### src/rtl/teclado_escaner.sv
// 4x4 matrix keypad scanner with two-flop row synchronizer and press/release
// debounce; emits one DIGITO_STB per physical key press.
module teclado_escaner #(
  parameter int unsigned SCAN_DIV = 4,
  parameter int unsigned DEBOUNCE = 8
) (
  input  logic       CLK,
  input  logic       RESET,
  input  logic [3:0] FILAS,
  output logic [3:0] COLUMNAS,
  output logic [3:0] DIGITO,
  output logic       DIGITO_STB,
  output logic       TECLA_ACTIVA
);

  localparam int unsigned DW = $clog2(SCAN_DIV);
  localparam int unsigned BW = $clog2(DEBOUNCE);
  localparam logic [DW-1:0] DWELL_LAST = DW'(SCAN_DIV - 1);
  localparam logic [BW-1:0] DEB_LAST   = BW'(DEBOUNCE - 1);

  typedef enum logic [2:0] {
    ST_SCAN     = 3'd0,
    ST_DEBOUNCE = 3'd1,
    ST_HELD     = 3'd2,
    ST_RELEASE  = 3'd3
  } state_t;

  state_t        state;
  logic [3:0]    sync1;
  logic [3:0]    fs;
  logic [1:0]    col;
  logic [1:0]    col_nxt;
  logic [1:0]    row;
  logic [DW-1:0] dwell;
  logic [BW-1:0] deb;

  assign col_nxt = col + 2'd1;

  // Highest set bit index; only ever applied to a one-hot vector.
  function automatic logic [1:0] row_index(input logic [3:0] v);
    row_index = 2'd0;
    for (int i = 0; i < 4; i++) begin
      if (v[i]) row_index = 2'(i);
    end
  endfunction

  // Two-flop synchronizer for the asynchronous row lines.
  always_ff @(posedge CLK or posedge RESET) begin
    if (RESET) begin
      sync1 <= 4'b0000;
      fs    <= 4'b0000;
    end else begin
      sync1 <= FILAS;
      fs    <= sync1;
    end
  end

  // Scan / debounce / held / release controller with registered outputs.
  always_ff @(posedge CLK or posedge RESET) begin
    if (RESET) begin
      state        <= ST_SCAN;
      col          <= 2'd0;
      row          <= 2'd0;
      dwell        <= '0;
      deb          <= '0;
      COLUMNAS     <= 4'b0001;
      DIGITO       <= 4'd0;
      DIGITO_STB   <= 1'b0;
      TECLA_ACTIVA <= 1'b0;
    end else begin
      DIGITO_STB <= 1'b0;
      case (state)
        ST_SCAN: begin
          if (dwell == DWELL_LAST) begin
            if ($onehot(fs)) begin
              // Single row on this column: freeze the column and debounce it.
              row   <= row_index(fs);
              deb   <= '0;
              state <= ST_DEBOUNCE;
            end else begin
              // Nothing, or ambiguous multi-row reading: keep scanning.
              col      <= col_nxt;
              COLUMNAS <= 4'b0001 << col_nxt;
              dwell    <= '0;
            end
          end else begin
            dwell <= dwell + 1'b1;
          end
        end

        ST_DEBOUNCE: begin
          if (fs == (4'b0001 << row)) begin
            if (deb == DEB_LAST) begin
              DIGITO       <= {row, col};
              DIGITO_STB   <= 1'b1;
              TECLA_ACTIVA <= 1'b1;
              deb          <= '0;
              state        <= ST_HELD;
            end else begin
              deb <= deb + 1'b1;
            end
          end else begin
            col      <= col_nxt;
            COLUMNAS <= 4'b0001 << col_nxt;
            dwell    <= '0;
            state    <= ST_SCAN;
          end
        end

        ST_HELD: begin
          if (!fs[row]) begin
            deb   <= '0;
            state <= ST_RELEASE;
          end
        end

        ST_RELEASE: begin
          if (!fs[row]) begin
            if (deb == DEB_LAST) begin
              TECLA_ACTIVA <= 1'b0;
              col          <= col_nxt;
              COLUMNAS     <= 4'b0001 << col_nxt;
              dwell        <= '0;
              deb          <= '0;
              state        <= ST_SCAN;
            end else begin
              deb <= deb + 1'b1;
            end
          end else begin
            // Key bounced back before the release was confirmed.
            state <= ST_HELD;
          end
        end

        default: begin
          state        <= ST_SCAN;
          col          <= 2'd0;
          row          <= 2'd0;
          dwell        <= '0;
          deb          <= '0;
          COLUMNAS     <= 4'b0001;
          DIGITO       <= 4'd0;
          TECLA_ACTIVA <= 1'b0;
        end
      endcase
    end
  end

endmodule

### config.mk
export PLATFORM = sky130hd
export DESIGN_NAME = teclado_escaner
export DESIGN_NICKNAME = d
export VERILOG_FILES = /design/src/rtl/teclado_escaner.sv
export SDC_FILE = /design/constraint.sdc
export NUM_CORES = 1
export LEC_CHECK = 0
export ABC_AREA = 1
export CORE_MARGIN = 3
export CORE_UTILIZATION = 50
export DETAILED_ROUTE_END_ITERATION = 12
export PLACE_DENSITY = 0.74
export SLEW_MARGIN = 20
export SYNTH_ARGS = -nofsm -noshare
export SYNTH_HDL_FRONTEND = slang
export SYNTH_SLANG_ARGS = --single-unit
### constraint.sdc
create_clock -name CLK -period 2 [get_ports CLK]
set_input_delay 0.4 -clock CLK [delete_from_list [all_inputs] [get_ports CLK]]
set_output_delay 0.4 -clock CLK [all_outputs]
set_load 0.02 [all_outputs]
==> impl_metrics.py <==
metrics = {
    "yosys": {
        "syn_area_um2": 1590,
        "synth_edf_count": 0,
        "synthMuxAreaShare": 0.00628,
        "synth_top_family_by_area": "simple AND/OR/NAND/NOR gates",
        "async_flop_share": 1.00,
        "seq_area_frac_synth": 0.456,
        "ys_ff_latch": 29,
        "synth_xor_area_frac": 0,
        "synth-warning-count": 0,
        "synth_cell_type_count": 28,
        "synth_top_flop_cell": "dfrtp_1",
        "syn_nets": 207,
        "synth_compound_area_frac": 0.0400,
        "syn_inst": 191,
        "syn_area_per_cell_um2": 8.35,
        "synth_fa_ha_area_frac": 0.0832,
        "yosys.area_share.simple": 0.330,
    },
    "place": {
        "port_buffers": 15,
        "place.gp.congestion": 0.894,
        "pre_cts_slack_ps": -298,
        "post-dp-hpwl_um": 2280,
    },
    "global_route": {
        "grt_overflow": 0,
        "grt_antenna_before_repair": 0,
        "grt_pass1_vias": 1294,
        "track_usage": 0.177,
        "grt_max_degree": 30,
        "grt_pass1_wl_um": 5510,
    },
    "die": {
        "die-width_um": 62.5,
        "rows": 19,
        "top_level_ports": 16,
        "start_util": 0.550,
        "die_h_um": 62.5,
        "dieArea_um2": 3900,
        "coreArea_um2": 2900,
    },
    "worst_setup_path": {
        "critPathCaptureType": "register",
        "path_delay_family": "adder cells",
        "path_class": "register to register",
        "crit_slowest_cell": "fa_1",
        "crit_path_start_kind": "register",
        "cp_cell_sequence": "inv_2 > fa_1 > inv_2 > ha_4 > ha_4 > nand3b_1 > nor2_4 > nor2_4 > nand4_4 > nand2_1 > nand2_1",
        "timing.critical_path.buf_inv": 2,
        "worstPathArrival_ps": 2510,
        "critPathRequiredTime_ps": 2210,
        "slowest_delay_ps": 560,
        "worst-path-max-fanout": 6,
    },
    "cts": {
        "cts_root_buf": "clkbuf_4",
        "hold_buffers": 0,
        "clkTransAtPathRegs_ps": 80,
        "cts_buffers": 5,
        "cts_tree": "built",
        "cts.sinks": 29,
        "htreeDepth": 2,
        "clock_latency_ps": 320,
        "clock_path_buffers": 2,
    },
    "power": {
        "p_comb_frac": 0.447,
        "power_frac_seq": 0.388,
        "power.density_nw_per_um2": 1120,
        "p_int_mw": 1.28,
        "clkPwrFrac": 0.165,
        "p_leak_nw": 1.02,
        "p_sw_mw": 0.921,
        "swShare": 0.419,
        "peakVddDrop_uv": 755,
    },
    "routing": {
        "vias": 1309,
        "vias_per_cell": 4.96,
        "firstDrtPassIters": 4,
        "wl_per_cell_um": 12.1,
        "antenna_left": 0,
        "post-route-drc-count": 0,
        "wl_um": 3190,
        "drt_iter0_markers": 53,
    },
    "timing": {
        "skew_ps": 4.38,
        "finalWorstSetupSlack_ps": -297,
        "drv_slew": 0,
        "rsz0062_at_grt": "true",
        "slew_headroom": 0.764,
        "finalHoldViolCount": 0,
        "fin_crit_ps": 2300,
        "fmax_mhz": 435,
        "setup_viol": 15,
        "holdWs_ps": 353,
        "tightest_slew_ps": 354,
        "period_share": 1.15,
    },
    "status": {
        "outcome": "finished, violations left",
        "violations": "negative setup slack",
    },
    "finish": {
        "antenna_cells": 0,
        "fill_cells": 255,
        "num-nets-final": 237,
        "drive_gt1_frac": 0.225,
        "syn2layout_area_growth_pct": 22.9,
    },
    "job": {
        "maxCapViolCount": 0,
    },
    "worst_hold_path": {
        "holdCritPathClass": "register to register",
    },
}
Yosys cell counts, types with 2 or more instances:
cell type	instances	area, µm²
nand2_1	61	229
dfrtp_1	28	701
inv_1	25	93.8
nand3_1	13	65.1
nor2_1	11	41.3
ha_1	9	113
o21ai_1	8	40.0
nand2_2	5	31.3
inv_2	4	15.0
nor2_4	4	45.0
nand3_2	3	30.0
a21oi_1	2	10.0
nand3b_1	2	15.0
nor2_2	2	12.5
state kept, by name (all words and copies together), names as in the netlist:
name / flops
row: 2
DIGITO_STB: 1
col: 2
TECLA_ACTIVA: 1
fs: 4
dwell: 2
COLUMNAS: 4
sync1: 4
deb: 3
state: 2
DIGITO: 4
power by group through the flow:
| stage | Combinational, mW | Sequential [mW] | Clock, mW |
|---|---|---|---|
| final | 0.984 | 0.854 | 0.363 |
| after global routing | 1.11 | 0.868 | 0.409 |
| after CTS | 0.972 | 0.851 | 0.378 |
| after detailed placement | 0.898 | 0.861 | 0 |
| after global placement | 0.862 | 0.849 | 0 |
| after floorplan | 0.677 | 0.856 | 0 |
placed cells by master, fill, tap and decap left out, types with 2 or more instances in the layout:
| cell | Yosys | final |
|---|---|---|
| nand3b_1 | 2 | 2 |
| clkbuf_4 | 0 | 5 |
| clkbuf_1 | 0 | 2 |
| nor2_1 | 11 | 9 |
| dfrtp_1 | 28 | 28 |
| nor2_4 | 4 | 5 |
| a21oi_1 | 2 | 2 |
| inv_1 | 25 | 21 |
| nand2_1 | 61 | 61 |
| ha_4 | 0 | 2 |
| ha_1 | 9 | 7 |
| nand2_2 | 5 | 5 |
| nand3_2 | 3 | 4 |
| nand3_1 | 13 | 12 |
| clkdlybuf4s50_1 | 0 | 15 |
| buf_4 | 0 | 8 |
| o21ai_1 | 8 | 7 |
| inv_2 | 4 | 8 |
| nor2_2 | 2 | 3 |
| o21ai_2 | 1 | 2 |
through the flow:
stage | instance area [µm²] | util | power [mW] | TNS (ps) | std cells
finish | 1960 | 0.676 | 2.20 | -4050 | 264
global route | 1960 | 0.676 | 2.39 | -5750 | 264
CTS | 1950 | 0.673 | 2.20 | -3440 | 264
detailed placement | 1830 | 0.631 | 1.76 | -3600 | 252
global placement | 1830 | 0.631 | 1.71 | -2530 | 252
floorplan | 1600 | - | 1.53 | -944 | 191
worst register-to-register path, delay by kind of cell (launching register included):
kind	cells	cell delay, ps
buffers and inverters	2	110
DFF	1	390
and+or+nand+nor	6	720
adders and majority gates	3	960
kinds of logic after synthesis:
kind of cell,count (synthesis)
and+or+nand+nor,106
buffers and inverters,33
DFF,29
AOI/OAI and AO/OA,12
adders and majority gates,10
muxes,1
layout make-up:
type | instances | area [µm²] | share of cell area
inverters | 32 | 124 | 0.0632
multi-input cells | 129 | 776 | 0.396
flip-flops and latches | 29 | 727 | 0.371
repair buffers | 24 | 221 | 0.113
clock buffers | 8 | 58.8 | 0.0300
well taps | 42 | 52.6 | 0.0268
final timing paths:
path	from	slack (ps)	endpoint	cells after the start
min in group asynchronous	RESET	440	row[1]$_DFFE_PP0P_	3
max in group asynchronous	RESET	1260	COLUMNAS[0]$_DFFE_PP1P_	3
min reg2reg	sync1[2]$_DFF_PP0_	350	fs[2]$_DFF_PP0_	0
min	sync1[2]$_DFF_PP0_	350	fs[2]$_DFF_PP0_	0
max reg2reg	fs[0]$_DFF_PP0_	-300	COLUMNAS[3]$_DFFE_PP0P_	11
max	fs[0]$_DFF_PP0_	-300	COLUMNAS[3]$_DFFE_PP0P_	11
metal layers:
layer | vias up | part of all wire | GRT usage
met5 | - | 0 | 0
met4 | 0 | 0.0063 | 0.0634
met3 | 2 | 0.038 | 0.0450
met2 | 33 | 0.51 | 0.326
met1 | 621 | 0.44 | 0.196
li1 | 653 | - | -
what timing repair did:
action                     CTS  global route
setup endpoints to repair   15            15
pin swaps                   13             9
resized for setup            5             4
buffers inserted             4             0
(Power assumes the default switching activity.)
